$ cat config.mk
export PLATFORM = sky130hd
export DESIGN_NAME = shift_register_universal
export DESIGN_NICKNAME = d
export VERILOG_FILES = /design/src/rtl/shift_register_universal.sv
export SDC_FILE = /design/constraint.sdc
export NUM_CORES = 1
export LEC_CHECK = 0
export ABC_AREA = 1
export BUFFER_PORTS_ARGS = -buffer_cell sky130_fd_sc_hd__buf_2
export CORE_AREA = 3 3 40 42
export DETAILED_ROUTE_END_ITERATION = 6
export DIE_AREA = 0 0 43 45
export PLACE_DENSITY = 0.76
export SYNTH_ARGS = -nofsm -noshare
export SYNTH_HDL_FRONTEND = slang
export SYNTH_SLANG_ARGS = --single-unit
$ cat constraint.sdc
create_clock -name clock -period 3 [get_ports clock]
set_input_delay 0.6 -clock clock [delete_from_list [all_inputs] [get_ports clock]]
set_output_delay 0.6 -clock clock [all_outputs]
set_load 0.005 [all_outputs]
$ cat src/rtl/shift_register_universal.sv
// Universal shift register: hold, shift right, shift left or parallel load, with
// a shift counter that wraps every WIDTH shifts and pulses word_done afterwards.
module shift_register_universal #(
    parameter int WIDTH = 4
) (
    input  logic                       clock,
    input  logic                       reset,
    input  logic                       shift,
    input  logic [1:0]                 mode,
    input  logic                       serial_in,
    input  logic [WIDTH-1:0]           parallel_in,
    output logic [WIDTH-1:0]           parallel_out,
    output logic                       serial_out,
    output logic [$clog2(WIDTH+1)-1:0] bit_count,
    output logic                       word_done
);

    localparam int CW = $clog2(WIDTH+1);
    localparam logic [CW-1:0] LAST = CW'(WIDTH - 1);

    localparam logic [1:0] MODE_HOLD  = 2'b00;
    localparam logic [1:0] MODE_RIGHT = 2'b01;
    localparam logic [1:0] MODE_LEFT  = 2'b10;
    localparam logic [1:0] MODE_LOAD  = 2'b11;

    logic [WIDTH-1:0] data;
    logic [CW-1:0]    count;
    logic             dir;
    logic             done;

    // Any shift in either direction advances the count; the last one of a word wraps it.
    function automatic logic [CW-1:0] next_count(input logic [CW-1:0] cur);
        return (cur == LAST) ? '0 : cur + CW'(1);
    endfunction

    always_ff @(posedge clock) begin
        if (reset) begin
            data  <= '0;
            count <= '0;
            dir   <= 1'b0;
            done  <= 1'b0;
        end else begin
            done <= 1'b0;
            if (shift) begin
                case (mode)
                    MODE_RIGHT: begin
                        data  <= {serial_in, data[WIDTH-1:1]};
                        dir   <= 1'b0;
                        count <= next_count(count);
                        done  <= (count == LAST);
                    end
                    MODE_LEFT: begin
                        data  <= {data[WIDTH-2:0], serial_in};
                        dir   <= 1'b1;
                        count <= next_count(count);
                        done  <= (count == LAST);
                    end
                    MODE_LOAD: begin
                        data  <= parallel_in;
                        count <= '0;
                    end
                    MODE_HOLD: ;
                    default:   ;
                endcase
            end
        end
    end

    // The outgoing bit depends on which end the most recent shift drained from.
    assign serial_out   = dir ? data[WIDTH-1] : data[0];
    assign parallel_out = data;
    assign bit_count    = count;
    assign word_done    = done;

endmodule

Word level (Yosys, flattened, before mapping)

Index checks and enable logic that the tools add are counted.

Register bits after elaboration: 9
Logic and storage cells: 24
Input bits: 10

Mux-type cells: 5
$add $sub $neg: 1
Equality and inequality tests: 4
Bitwise logic cells: 2
Reduce and logical (&&, ||, !) cells: 8

Operators by type and width:

| cell                  | number |
|---|---|
| $pmux W4 S3           | 1 |
| $pmux W3 S2           | 1 |
| $reduce_and A2 Y1     | 3 |
| $eq A2 B2 Y1 const B  | 2 |
| $reduce_bool A2 Y1    | 2 |
| $add A3 B1 Y3 const B | 1 |
| $eq A3 B2 Y1 const B  | 1 |
| $mux W3               | 1 |
| $reduce_bool A3 Y1    | 1 |
| $reduce_or A3 Y1      | 1 |
| $eq A2 B1 Y1 const B  | 1 |
| $not A1 Y1            | 2 |
| $pmux W1 S2           | 1 |
| $reduce_or A2 Y1      | 1 |
| $mux W1               | 1 |

Logic depth before layout (Yosys ltp)

Depth in word-level cells: 4
Mapped depth: 9

Worst setup path after synthesis

No wires, ideal clock.

Path kind: in2reg
Start point: in mode[0]
End point: reg data[0] (netlist: parallel_out[0])
Arrival: 1.285 ns
Stages on the path: 8
Path buffers: 0
Library setup time: 0.109 ns
Path slack: 1.606 ns
Path through: inv_1 > ha_1 > inv_1 > nand2_2 > nor2_1 > nand3_1 > nand2_1 > inv_1

Word-level cells in the longest chain between the ends: 3
Elaborated cells between the ends (all ways): 6

Ends and longest elaborated chain:

| item                                         | RTL line | source |
|---|---|---|
| from (decl)                                  | 9        | `input logic [1:0] mode,` |
| $eq A2 B2 Y1 or $eq A2 B1 Y1 (tied branches) | 45       | `case (mode)` |
| $reduce_bool A3 Y1 (no source line)          | --       |  |
| $reduce_and A2 Y1 (no source line)           | --       |  |
| to (signal assigned)                         | 47       | `data <= {serial_in, data[WIDTH-1:1]};` |
| to (signal assigned)                         | 53       | `data <= {data[WIDTH-2:0], serial_in};` |
| to (signal assigned)                         | 59       | `data <= parallel_in;` |
| to (decl)                                    | 26       | `logic [WIDTH-1:0] data;` |

Parallel ways exist; a longest one is shown, timed or not.
A chain may end at the register's enable or synchronous reset.

Worst setup path in the final report

Start point: reg data[0] (netlist: parallel_out[0])
End point: out serial_out

Word-level cells in the longest chain between the ends: 1

Ends and longest elaborated chain:

| item      | RTL line | source |
|---|---|---|
| $mux W1   | 70       | `assign serial_out = dir ? data[WIDTH-1] : data[0];` |
| to (decl) | 13       | `output logic serial_out,` |

No other way between the ends.

==> summary.md <==
| Metric | Value |
|---|---|
| Die Area | between 0.0015 and 0.002 sq mm |
| Area Overhead vs Synth | 23.9% |
| Critical path endpoint category | output port |
| Final HPWL DP | 939 microns |
| First-pass GRT wire length | 1800 microns |
| Maxcap violations | 0 |
| Initial antenna violation count | 0 |
| Metal2 WL | between 500 and 600 microns |
| Most frequent cells in the layout | 18 x nand2_1, 18 x buf_2, 15 x inv_1 |
| Clock Tree Buf Depth | 2 |
| DRC errors left | 0 |
| Clock root buffer | clkbuf_4 |
| Top routing layer used | met4 |
| Initial Util | 42.8% |
| Routed len/inst | approximately 10 microns |
| Worst Path Arrival | 0.93 ns |
| Sequential Area | 180 sq um |
| Clk sinks | 9 |
| GRT Total Usage | a little over an eighth |
| Congestion Overflow GR | 0 |
| Worst VDD drop | roughly 160 uV |
| Min-Delay Path Class | reg -> reg |
| Post-synth EDFFs | 0 |
| Fin cells | 120 |
| # hold bufs at CTS | 0 |
| CTS tree | yes |
| Drt first-iter violations | 12 |
| # diodes | 0 |
| M1 WL | roughly 550 microns |
| Startpoint Class | flip-flop |
| Top_reg_cell synth | dfxtp_1 |
| Vias in the first global route | about 440 |
| Die height | approximately 45 microns |
| Final net count | 121 |
| Multi-input gate area | approximately 300 sq um |
| CTS clk-pin slew, worst paths | roughly 0.06 ns |
| Antenna viol nets, final | 0 |
| Status | complete, no violations |
| Slew HR | between 80% and 90% |
| Setup violators final | 0 |
| DR vias | 565 |
| H-tree levels | 1 |
| CTS buffer count | 3 |
| Fin. max-slew vios | 0 |
| Clock Skews | ~0.000075 ns |
| GP Congestion | around 0.8 |
| Skew-Pair Late Insertion Delay | 0.26 ns |
| Cell Pwr Density | between 400 and 500 mW/mm^2 |
| Final worst setup slack | 1.47 ns |
| Via/cell ratio | between 4 and 5 |
| Total power | around 0.28 mW |
| Core Box Area | roughly 0.0013 sq mm |
| Crit share post-route | roughly half |
| Placed instance area | around 660 sq um |
| Fmax | between 600 and 700 MHz |
| Worst Tran Pin Value | between 0.2 and 0.25 ns |
| Final Cell Area | 682 sq um |
| Post-synthesis cell count | 84 |
| Crit Path Category | reg -> out |
| IO Port Bufs | 18 |
| Mapped Nets | slightly below 100 |
| Final min period | around 1.5 ns |
| WL final | between 1000 and 1500 microns |
| Die Wd | 43 microns |
| Final hold violations | 0 |
| Pre-CTS setup slack | about 1.4 ns |
| Crit path max fanout | 3 |
| Setup_tns | 0 ns |
| DR pass1 iterations | 4 |
| Fill count | between 100 and 150 |
| WL met3 | ~61 microns |
| RSZ-0062 raised after global routing | no |
| Worst path required time | approximately 2.4 ns |
| Post_cts resized | 0 |
| Placed cell count | between 100 and 150 |
| Setup bufs post-CTS | 0 |
| Leak | 0.392 nW |
| Number of synthesis warnings | 0 |
| Mapped cell area | 551 sq um |
| Post-synth ARST share | 0% |
| Row count | 13 |
| Seq/Total Area, Yosys | between 30% and 40% |
| Syn avg cell area | roughly 6.6 sq um |
| Largest net degree at the start of global routing | 10 |
| # IOs | 19 |
| Register bit count reported by yosys | 9 |
| Yosys cell types | 16 |
| Share of layout cells above drive strength 1 | 25.7% |
registers in the layout (all words and copies together), names as in the netlist:
signal	cells
word_done	1
dir	1
parallel_out	4
bit_count	3
metal layers:
metal  GRT usage (%)  vias to the layer above
met5               0                        -
met4            10.8                        0
met3            3.98                        5
met2            18.9                       19
met1            16.1                      239
li1                -                      302
synth_stat cells (2+ instances only):
master   count  share of area (%)
nand3_1      9                8.2
ha_1         5                 11
nand4_1      2                2.3
a21oi_1      4                3.6
nor3_1       2                1.8
inv_2        2                1.4
nand2_1     18                 12
inv_1       15                 10
nor2_1      12                8.2
dfxtp_1      9                 33
through the flow:
| step | util, % | hold WS [ns] |
|---|---|---|
| 2_1_floorplan | - | 0.449 |
| 3_3_place_gp | 51.0 | 0.447 |
| 3_5_place_dp | 51.0 | 0.453 |
| 4_1_cts | 53.1 | 0.462 |
| 5_1_grt | 53.1 | 0.480 |
| 6_report | 53.1 | 0.456 |
cell families after synthesis:
family	synth area share, %
AO/OA/AOI/OAI	4.54
adder cells (fa/ha/maj)	11.4
buffers and inverters	13.4
flip-flops	32.7
AND/OR/NAND/NOR	38.0
power breakdown:
part / total (mW) / internal, mW / leakage [nW] / switching [mW]
Combinational: 0.0562 / 0.0237 / 0.304 / 0.0325
Sequential: 0.131 / 0.126 / 0.0736 / 0.00536
Clock: 0.0936 / 0.0513 / 0.0150 / 0.0424
Total: 0.281 / 0.201 / 0.392 / 0.0802
worst max-delay path, cell delays in order, from the launching register on:
cell and delay [ns]:
dfxtp_1 0.34, inv_1 0.06, o21ai_0 0.13, buf_2 0.13
cell type report:
class	instances	share of cell area, %
Multi-Input combinational cell	56	43.5
Sequential cell	9	26.4
Timing Repair Buffer	18	13.2
Inverter	18	10.3
Clock buffer	4	3.85
Tap cell	15	2.75
worst paths after layout:
kind         cells after the start             from           end  slack [ns]
max                              3  parallel_out[0]    serial_out        1.47
min                              2     bit_count[2]  bit_count[2]        0.46
max reg2reg                      4     bit_count[0]  bit_count[0]        2.03
min reg2reg                      2     bit_count[2]  bit_count[2]        0.46
Power figures use the tool's default switching activity.
